## src/rtl/branch_predictor_if.sv

```systemverilog
// Fetch/memory-stage bus between the pipeline and the branch predictor.
// The pipeline drives the fetch PC and the resolved-branch update. The
// predictor returns the prediction, the flush request and the statistics.
interface branch_predictor_if;
    // fetch-stage lookup
    logic [31:0] pc_IF;
    logic        pred_taken;
    logic [31:0] pred_target;
    // pipeline advance qualifier
    logic        enable;
    // memory-stage resolution
    logic        upd_valid;
    logic [31:0] upd_pc;
    logic        upd_taken;
    logic [31:0] upd_target;
    logic        upd_pred_taken;
    logic [31:0] upd_pred_target;
    logic        mispredict;
    // statistics
    logic [31:0] stat_branches;
    logic [31:0] stat_mispredicts;

    // pipeline side
    modport master (
        output pc_IF, enable, upd_valid, upd_pc, upd_taken, upd_target,
               upd_pred_taken, upd_pred_target,
        input  pred_taken, pred_target, mispredict, stat_branches, stat_mispredicts
    );

    // predictor side
    modport slave (
        input  pc_IF, enable, upd_valid, upd_pc, upd_taken, upd_target,
               upd_pred_taken, upd_pred_target,
        output pred_taken, pred_target, mispredict, stat_branches, stat_mispredicts
    );
endinterface

```

## src/rtl/branch_predictor.sv

```systemverilog
// Direct-mapped branch target buffer with saturating direction counters.
// Lookup is combinational from stored state (no bypass of a same-cycle
// update); updates are applied on the rising edge when upd_valid && enable.
// Optional feature macro: BPRED_GSHARE_EN -- moves the direction counters
// into their own table indexed by (pc index XOR global history).
module branch_predictor #(
    parameter int ENTRIES = 16,
    parameter int CNT_W   = 2
) (
    input  logic               CLK,
    input  logic               nRST,
    branch_predictor_if.slave  bp
);

    localparam int IDX_W = $clog2(ENTRIES);
    localparam int TAG_W = 32 - IDX_W - 2;

    // weakly taken = MSB set, rest clear; weakly not-taken is one below
    localparam logic [CNT_W-1:0] CNT_WT  = CNT_W'(1) << (CNT_W - 1);
    localparam logic [CNT_W-1:0] CNT_WNT = CNT_W'(CNT_WT - CNT_W'(1));

    // saturating counter step towards taken (up=1) or not-taken (up=0)
    function automatic logic [CNT_W-1:0] sat_step(input logic [CNT_W-1:0] c,
                                                  input logic             up);
        logic [CNT_W-1:0] n;
        if (up) begin
            n = (c == {CNT_W{1'b1}}) ? c : c + CNT_W'(1);
        end else begin
            n = (c == {CNT_W{1'b0}}) ? c : c - CNT_W'(1);
        end
        return n;
    endfunction

    // table storage
    logic             r_valid  [ENTRIES];
    logic [TAG_W-1:0] r_tag    [ENTRIES];
    logic [31:0]      r_target [ENTRIES];
    logic [CNT_W-1:0] r_cnt    [ENTRIES];
    logic [31:0]      r_stat_br;
    logic [31:0]      r_stat_mp;
`ifdef BPRED_GSHARE_EN
    logic [IDX_W-1:0] r_ghr;
`endif

    // lookup side
    logic [IDX_W-1:0] w_lk_idx;
    logic [IDX_W-1:0] w_lk_cidx;
    logic [TAG_W-1:0] w_lk_tag;
    logic             w_lk_hit;
    logic             w_lk_taken;

    // update side
    logic [IDX_W-1:0] w_up_idx;
    logic [IDX_W-1:0] w_up_cidx;
    logic [TAG_W-1:0] w_up_tag;
    logic             w_up_hit;
    logic             w_apply;
    logic             w_mispredict;
    logic             w_unused;

    assign w_lk_idx = bp.pc_IF[IDX_W+1:2];
    assign w_lk_tag = bp.pc_IF[31:IDX_W+2];
    assign w_up_idx = bp.upd_pc[IDX_W+1:2];
    assign w_up_tag = bp.upd_pc[31:IDX_W+2];

    // byte-offset bits carry no information for word-aligned instructions
    assign w_unused = ^{bp.pc_IF[1:0], bp.upd_pc[1:0]};

`ifdef BPRED_GSHARE_EN
    // counters hashed with global history; update uses pre-shift history
    assign w_lk_cidx = w_lk_idx ^ r_ghr;
    assign w_up_cidx = w_up_idx ^ r_ghr;
`else
    // counters live inside the BTB entry
    assign w_lk_cidx = w_lk_idx;
    assign w_up_cidx = w_up_idx;
`endif

    assign w_lk_hit   = r_valid[w_lk_idx] && (r_tag[w_lk_idx] == w_lk_tag);
    assign w_lk_taken = w_lk_hit && r_cnt[w_lk_cidx][CNT_W-1];

    assign w_up_hit   = r_valid[w_up_idx] && (r_tag[w_up_idx] == w_up_tag);
    assign w_apply    = bp.upd_valid && bp.enable;

    // flush request does not depend on enable: it describes the instruction
    assign w_mispredict = bp.upd_valid &&
                          ((bp.upd_taken != bp.upd_pred_taken) ||
                           (bp.upd_taken && (bp.upd_target != bp.upd_pred_target)));

    assign bp.pred_taken       = w_lk_taken;
    assign bp.pred_target      = w_lk_taken ? r_target[w_lk_idx] : bp.pc_IF + 32'd4;
    assign bp.mispredict       = w_mispredict;
    assign bp.stat_branches    = r_stat_br;
    assign bp.stat_mispredicts = r_stat_mp;

    // BTB entries and direction counters: train on hit, allocate on taken miss
    always_ff @(posedge CLK or negedge nRST) begin
        if (!nRST) begin
            for (int i = 0; i < ENTRIES; i++) begin
                r_valid[i]  <= 1'b0;
                r_tag[i]    <= '0;
                r_target[i] <= '0;
                r_cnt[i]    <= CNT_WNT;
            end
        end else if (w_apply) begin
            if (w_up_hit) begin
                r_cnt[w_up_cidx] <= sat_step(r_cnt[w_up_cidx], bp.upd_taken);
                if (bp.upd_taken) begin
                    r_target[w_up_idx] <= bp.upd_target;
                end
            end else if (bp.upd_taken) begin
                r_valid[w_up_idx]  <= 1'b1;
                r_tag[w_up_idx]    <= w_up_tag;
                r_target[w_up_idx] <= bp.upd_target;
                r_cnt[w_up_cidx]   <= CNT_WT;
            end
        end
    end

    // statistics counters, free-running with natural 32-bit wrap
    always_ff @(posedge CLK or negedge nRST) begin
        if (!nRST) begin
            r_stat_br <= '0;
            r_stat_mp <= '0;
        end else if (w_apply) begin
            r_stat_br <= r_stat_br + 32'd1;
            if (w_mispredict) begin
                r_stat_mp <= r_stat_mp + 32'd1;
            end
        end
    end

`ifdef BPRED_GSHARE_EN
    // global history: shift in every applied outcome, newest at bit 0
    always_ff @(posedge CLK or negedge nRST) begin
        if (!nRST) begin
            r_ghr <= '0;
        end else if (w_apply) begin
            r_ghr <= (r_ghr << 1) | IDX_W'(bp.upd_taken);
        end
    end
`endif

endmodule
```

## src/flat_wrapper.sv

```systemverilog
// flat-port wrapper written by rule: the top's interface ports become plain ports
module branch_predictor_flat 
#(
    parameter int ENTRIES = 16,
    parameter int CNT_W   = 2
)
  (CLK, nRST, bp_pc_IF, bp_enable, bp_upd_valid, bp_upd_pc, bp_upd_taken, bp_upd_target, bp_upd_pred_taken, bp_upd_pred_target, bp_pred_taken, bp_pred_target, bp_mispredict, bp_stat_branches, bp_stat_mispredicts);
  branch_predictor_if bp_i ();
  input  logic CLK;
  input  logic nRST;
  input wire logic [$bits(bp_i.pc_IF)-1:0] bp_pc_IF;
  input wire logic [$bits(bp_i.enable)-1:0] bp_enable;
  input wire logic [$bits(bp_i.upd_valid)-1:0] bp_upd_valid;
  input wire logic [$bits(bp_i.upd_pc)-1:0] bp_upd_pc;
  input wire logic [$bits(bp_i.upd_taken)-1:0] bp_upd_taken;
  input wire logic [$bits(bp_i.upd_target)-1:0] bp_upd_target;
  input wire logic [$bits(bp_i.upd_pred_taken)-1:0] bp_upd_pred_taken;
  input wire logic [$bits(bp_i.upd_pred_target)-1:0] bp_upd_pred_target;
  output wire logic [$bits(bp_i.pred_taken)-1:0] bp_pred_taken;
  output wire logic [$bits(bp_i.pred_target)-1:0] bp_pred_target;
  output wire logic [$bits(bp_i.mispredict)-1:0] bp_mispredict;
  output wire logic [$bits(bp_i.stat_branches)-1:0] bp_stat_branches;
  output wire logic [$bits(bp_i.stat_mispredicts)-1:0] bp_stat_mispredicts;
  assign bp_i.pc_IF = bp_pc_IF;
  assign bp_i.enable = bp_enable;
  assign bp_i.upd_valid = bp_upd_valid;
  assign bp_i.upd_pc = bp_upd_pc;
  assign bp_i.upd_taken = bp_upd_taken;
  assign bp_i.upd_target = bp_upd_target;
  assign bp_i.upd_pred_taken = bp_upd_pred_taken;
  assign bp_i.upd_pred_target = bp_upd_pred_target;
  assign bp_pred_taken = bp_i.pred_taken;
  assign bp_pred_target = bp_i.pred_target;
  assign bp_mispredict = bp_i.mispredict;
  assign bp_stat_branches = bp_i.stat_branches;
  assign bp_stat_mispredicts = bp_i.stat_mispredicts;
  branch_predictor #(.ENTRIES(ENTRIES), .CNT_W(CNT_W)) u_core (.CLK(CLK), .nRST(nRST), .bp(bp_i));
endmodule
```

## config.mk

```make
export PLATFORM = sky130hd
export DESIGN_NAME = branch_predictor_flat
export DESIGN_NICKNAME = d
export VERILOG_FILES = /design/src/rtl/branch_predictor_if.sv /design/src/rtl/branch_predictor.sv /design/src/flat_wrapper.sv
export SDC_FILE = /design/constraint.sdc
export NUM_CORES = 2
export LEC_CHECK = 0
export ABC_CLOCK_PERIOD_IN_PS = 5400
export CORE_MARGIN = 5
export CORE_UTILIZATION = 37
export DETAILED_ROUTE_END_ITERATION = 8
export DONT_BUFFER_PORTS = 1
export GPL_TIMING_DRIVEN = 1
export PLACE_DENSITY = 0.55
export SLEW_MARGIN = 25
export SYNTH_ARGS = -nofsm -noshare
export SYNTH_HDL_FRONTEND = slang
export SYNTH_SLANG_ARGS = --single-unit
```

## constraint.sdc

```tcl
create_clock -name CLK -period 5.4 [get_ports CLK]
set_input_delay 1.08 -clock CLK [delete_from_list [all_inputs] [get_ports CLK]]
set_output_delay 1.08 -clock CLK [all_outputs]
set_load 0.01 [all_outputs]
```

# Word level (Yosys, flattened, before mapping)
# Cells that the tools add are included.
dict set report word_totals {
  wordCells 140
  in_bits 134
  ram_bits 0
  output_inout_bits 98
  latch_bits 0
  rom_bits 0
  n_memories 0
  reg_bits 1040
}
dict set report op_classes {
  reduce_logical 14
  bitwise 7
  n_eq_ne 5
  multipliers 0
  n_lt_le_gt_ge 3
  shifts 0
  addsub 5
  muxes 40
  div 0
}
# op count
set ops {}
lappend ops {{$bwmux 512} 1}
lappend ops {{$bwmux 416} 1}
lappend ops {{$bmux 26 s4} 2}
lappend ops {{$mux 32} 6}
lappend ops {{$mux 26} 5}
lappend ops {{$bmux 32 s4} 1}
lappend ops {{$demux 32 s4} 1}
lappend ops {{$demux 26 s4} 1}
lappend ops {{$add 32x1->32 const B} 2}
lappend ops {{$eq 26x26->1} 2}
lappend ops {{$add 32x3->32 const B} 1}
lappend ops {{$bwmux 32} 1}
lappend ops {{$ne 32x32->1} 1}
lappend ops {{$or 16x16->16} 2}
lappend ops {{$mux 2} 10}
lappend ops {{$and 16x16->16} 1}
lappend ops {{$bmux 2 s4} 2}
lappend ops {{$not 16->16} 1}
lappend ops {{$ge 5x5->1 const B} 2}
lappend ops {{$not 4->5} 2}
lappend ops {{$bmux 1 s4} 2}
lappend ops {{$demux 2 s4} 1}
lappend ops {{$logic_and 1x1->1} 7}
lappend ops {{$reduce_and 2->1} 3}
lappend ops {{other kinds (12)} 16}

# Depth between registers and ports, before layout
dict set report logic_depth {
  word_depth 11
  mapped_depth 17
  ltp_nobuf 8
}

# Least setup slack after synthesis
# No wires, ideal clock.
dict set report synth_path {
  path_type {input to output}
  from {input bp_pc_IF[2]}
  to {output bp_pred_target[0]}
  setup_slack_ns 0.018
  n_path_buf 6
  t_arrival_ns 4.302
  stages 9
  cell_sequence {buf_2 -> buf_2 -> buf_2 -> clkbuf_1 -> clkbuf_1 -> buf_1 -> mux4_2 -> mux4_2 -> mux2_2}
}
dict set report synth_via {
  elab_chain_cells 8
}
# item line
set synth_lines {}
lappend synth_lines {{start, declared} flat_wrapper.sv:11} ;# input wire logic [$bits(bp_i.pc_IF)-1:0] bp_pc_IF;
lappend synth_lines {{$not 4->5 (not written as such) *} {branch_predictor.sv:79, branch_predictor.sv:80, branch_predictor.sv:91}}
lappend synth_lines {{$bmux 26 s4} branch_predictor.sv:79} ;# assign w_lk_hit = r_valid[w_lk_idx] && (r_tag[w_lk_idx] == w_lk_tag);
lappend synth_lines {{$mux 26 (not written as such) (2 in series)} branch_predictor.sv:79}
lappend synth_lines {{$eq 26x26->1} branch_predictor.sv:79}
lappend synth_lines {{$logic_and 1x1->1} branch_predictor.sv:79}
lappend synth_lines {{$logic_and 1x1->1} branch_predictor.sv:80} ;# assign w_lk_taken = w_lk_hit && r_cnt[w_lk_cidx][CNT_W-1];
lappend synth_lines {{$mux 32 *} branch_predictor.sv:91} ;# assign bp.pred_target = w_lk_taken ? r_target[w_lk_idx] : bp.pc_IF + 32'd4;
lappend synth_lines {{end, declared} flat_wrapper.sv:20} ;# output wire logic [$bits(bp_i.pred_target)-1:0] bp_pred_target;
# Every way passes the cells marked *; elsewhere a longest branch is shown, timed or not. The select of a mux whose other input is x is not followed.

# Final worst setup path
dict set report layout_path {
  from {input bp_pc_IF[2]}
  to {output bp_pred_target[29]}
}
dict set report layout_via {
  elab_chain_cells 8
}
# item line
set layout_lines {}
lappend layout_lines {{$not 4->5 (not written as such)} {branch_predictor.sv:79, branch_predictor.sv:80, branch_predictor.sv:91}}
lappend layout_lines {{$bmux 26 s4} branch_predictor.sv:79}
lappend layout_lines {{$mux 26 (not written as such) (2 in series)} branch_predictor.sv:79}
lappend layout_lines {{$eq 26x26->1} branch_predictor.sv:79}
lappend layout_lines {{$logic_and 1x1->1} branch_predictor.sv:79}
lappend layout_lines {{$logic_and 1x1->1} branch_predictor.sv:80}
lappend layout_lines {{$mux 32 *} branch_predictor.sv:91}
# Marks and branches as above.

==> results.md <==
- The run finished, with violations left.
- The final reports fail on setup timing.
- Before CTS, the worst setup slack after placement is 0.263 ns.
- After Yosys synthesis, XOR and XNOR cells account for 2.73% of the synthesized area.
- The count of nets left with antenna violations after detail routing is 0.
- After floorplanning, the core was divided into 140 placement rows.
- CTS placed an instance of sky130_fd_sc_hd__clkbuf_16 at the clock tree root.
- Summing internal, switching and leakage power gives 20.4 mW.
- After detailed routing, the wire length on met1 is 77800 um.
- In the routed layout, each cell is associated on average with a via count of 5.79.
- The highest layer touched by signal routing is met5.
- In this run, placement finished with an instance count of 6135.
- Of the total synthesized cell area, the portion taken by full adders, half adders and majority gates is 0.0881%.
- During synthesis, Yosys emitted a total of 0 warnings.
- The total negative slack for setup checks is -2.08 ns.
- Once routing completed, OpenROAD measured the worst setup slack at -0.0898 ns.
- The initial utilization of the core area, before any placement, comes to 37.1%.
- Subtracting the final worst setup slack from the clock period gives 5.49 ns.
- The number of H-tree branching levels is 3.
- After synthesis the netlist holds a flip-flop and latch count of 1040.
- The max-slew violation total from the final report is 0.
- The path type of the worst setup path is primary input to output port.
- The total power density per cell area is 341 nW/um2.
- After detailed routing, the average wire length per cell comes to 28.7 um.
- The dominant cell type by area after synthesis is sky130_fd_sc_hd__dfrtp_1.
- In the synthesized netlist, the number of instances is 4503.
- In the final layout, the share of cells above drive strength 1 is 30.1%.
- The kind of end point of the critical path is an output port.
- The number of distinct library cells after synthesis is 80.
- The average instance in the mapped netlist occupies 12.0 um2.
- For this run, the register share of the synthesized area comes to 48.2%.
- The synthesized design devotes to its leading area cell type 47.5% of total area.
- The number of antenna violations at the first check in global routing was 7.
- Hold is met by 0.165 ns.
- Setup repair after global routing left no endpoint under its margin.
- The synthesized-area fraction occupied by and/or/nand/nor cells is 11.7%.
- The data required time at the worst endpoint is 4.32 ns.
- The relative slew slack is 29.3%.
- In the post-synthesis netlist, the biggest area contributors are sky130_fd_sc_hd__dfrtp_1 47%, sky130_fd_sc_hd__mux4_2 14%, sky130_fd_sc_hd__mux2_2 13%.
- Max-cap violations in this run came to 0.
- The number of design-rule violations left by the first detailed-router iteration is 2919.
- For this run, the number of standard cells in the final layout without fillers is 6361.
- The worst hold path belongs to the class primary input to asynchronous set/reset pin.
- The number of nets in the final layout is 4476.
- The area growth from synthesis to final layout is 10.9%.
- Measured along the x axis, the die boundary spans 392 um.
- The wire length of the first global-routing pass is 267000 um.
- The die height is 392 um.
- The largest family of logic cells by synthesized area is multiplexers.
- Before antenna repair, the detailed router went through 5 iterations.
- At the pin with the least slew margin, the transition time is 1.05 ns.
- Buffers placed on the I/O ports in this run total 0.
- The final route contains 36800 vias.
- For the worst-skew pair, the clock arrives at the later sink with an insertion delay of 0.77 ns.
- The peak ir drop on the vdd network is 0.271 mV.
- The floorplan step defined a die boundary enclosing 154000 um2.
- The net count of the mapped netlist is 4640.
- The share of synthesized registers carrying an async set or reset is 100%.
- TritonCTS built the clock tree.
- In this run the worst path has a maximum fanout of 268.
- The synthesized design contains 0 enable-type register cells.
- The clock passes through at most 3 buffers.
- In the routed design, unresolved DRC markers number 0.
- For this block, the routed nets add up to 183000 um of wire.
- The largest net degree at the start of global routing is 269.
- For this run, the leading register cell type out of synthesis is sky130_fd_sc_hd__dfrtp_1.
- After clock tree synthesis, the clock-pin slew on the worst setup and hold paths is 0.07 ns.
- Summing the areas of all compound-gate instances in the mapped netlist gives 4.00% of the synthesized area.
- The startpoint class of the critical path is a primary input.
- The final-report hold violation count is 0.
- The library cell used most frequently in the layout, excluding fill and tap cells, is sky130_fd_sc_hd__nand2_1.
- The leftover overflow at the end of global routing is 0.
- The clock skew after layout is 0.0769 ns.
- The highest clock rate is 182 MHz.
- The number of clock sinks is 1040.
- The post-cts resize count is 0.
- The multiplexer fraction of the synthesized cell area is 29.6%.
- For this design the static power due to leakage is 27.3 nW.
- The via count of the first global-routing pass was 37600.
- At the end of routability-driven placement, the weighted congestion stood at 0.887.
- In this run the standard cell core region covers 145000 um2.
- The post-synthesis instance area is 54000 um2.
- The routed length on met3 is 15200 um.
- The number of CTS-inserted buffers is 117.
- The final-report setup violation count is 32.
- In the finished design, the share of the clock period the worst path needs comes to 102%.
- Leaving out fill and tap cells, the most frequent cells in the layout are 1169 x sky130_fd_sc_hd__nand2_1, 1024 x sky130_fd_sc_hd__dfrtp_1, 614 x sky130_fd_sc_hd__mux2_2, 330 x sky130_fd_sc_hd__mux4_2, 137 x sky130_fd_sc_hd__mux2i_1.
- The arrival time of data at the critical path endpoint is 4.41 ns.
- For this design the top-level I/O count stands at 232.
- For this run, the total global-route usage over all layers was measured as 23.6%.
- The met2 wire length is 83300 um.
- The detailed-placement wirelength estimate is 110000 um.
## layer usage
metal / vias to the layer above / global-route usage (%)
li1: 15600 / -
met4: 4 / 7.77
met3: 338 / 6.13
met5: - / 0
met2: 1372 / 36.8
met1: 19500 / 32.2
## layout make-up
| cell class | count | area (um2) |
|---|---|---|
| antenna | 4 | 10.0 |
| sequential | 1040 | 26000 |
| timing repair buffer | 99 | 1250 |
| clock buffer | 172 | 3380 |
| inverter | 28 | 108 |
| fill | 13600 | 85500 |
| tap | 1917 | 2400 |
| multi-input combinational | 3053 | 26200 |
| clock inverter | 48 | 522 |
## final timing paths
path                                                        from                               end  slack, ns  depth (start not counted)
max in group asynchronous                                   nRST      u_core.r_tag[10]$_DFFE_PN0P_       2.41                          5
worst min-delay path                                        nRST  u_core.r_target[321]$_DFFE_PN0P_       0.16                          1
worst max register to register     u_core.r_tag[111]$_DFFE_PN0P_      u_core.r_tag[80]$_DFFE_PN0P_       1.38                          9
worst max-delay path                                 bp_pc_IF[2]                bp_pred_target[29]      -0.09                          9
worst min register to register  u_core.r_target[425]$_DFFE_PN0P_  u_core.r_target[425]$_DFFE_PN0P_       0.47                          2
min in group CLK                               bp_upd_target[28]  u_core.r_target[188]$_DFFE_PN0P_       0.43                          2
## what timing repair did
action | CTS | global route
hold buffers | 1 | 0
buffers inserted | 0 | 0
endpoints found under the hold margin | 33 | 0
## synthesized netlist by cell type, drive strengths merged, types with 8 or more instances
library cell / instances
nor2: 70
xor2: 86
o21bai: 10
nand2b: 13
inv: 27
nand2: 1180
mux2: 625
clkbuf: 226
xnor2: 82
and3: 20
mux2i: 137
dfstp: 16
a211oi: 9
nand3: 61
a311oi: 12
nor3: 42
a21oi: 30
or2: 24
dfrtp: 1024
o21ai: 29
a22oi: 21
a221oi: 15
nand4: 29
buf: 156
mux4: 334
and2: 25
nor4: 14
a31oi: 33
o22ai: 12
nor2b: 15
o211ai: 8
## sequential cells by signal (all words and copies together) (netlist names)
name and flops:
u_core.r_tag 416, u_core.r_valid 16, u_core.r_cnt 32, u_core.bp.stat_mispredicts 32, u_core.r_target 512, u_core.bp.stat_branches 32
## through the flow
step,area [um2],util (%)
floorplan,54000,-
global placement,55800,38.4
detailed placement,55900,38.5
CTS,59800,41.2
global route,59900,41.2
finish,59900,41.2
## critical path: stages
cell	delay (ns)
sky130_fd_sc_hd__mux4_2	0.63
sky130_fd_sc_hd__a22o_1	0.25
sky130_fd_sc_hd__a221oi_1	0.25
sky130_fd_sc_hd__xor2_1	0.42
sky130_fd_sc_hd__nand4_1	0.24
sky130_fd_sc_hd__nor4b_1	0.39
sky130_fd_sc_hd__nand4_1	0.21
sky130_fd_sc_hd__buf_12	0.23
sky130_fd_sc_hd__mux2_2	0.36
## cell families (layout without fill, tap and decap cells)
group,Yosys count,count (layout)
DFF,1040,1040
muxes,1096,1096
AOI/OAI and AO/OA,264,264
other,0,4
xor gates and xnor gates,168,168
adders and majority gates,4,4
and+or+nand+nor,1521,1521
buffers and inverters,410,347
## report_power, final
group / leakage (nW) / total, mW / switching (mW) / internal [mW]
Clock: 1.92 / 8.13 / 3.49 / 4.64
Sequential: 13.8 / 9.48 / 0.683 / 8.80
Combinational: 11.6 / 2.79 / 1.22 / 1.57
(Power assumes the default switching activity.)
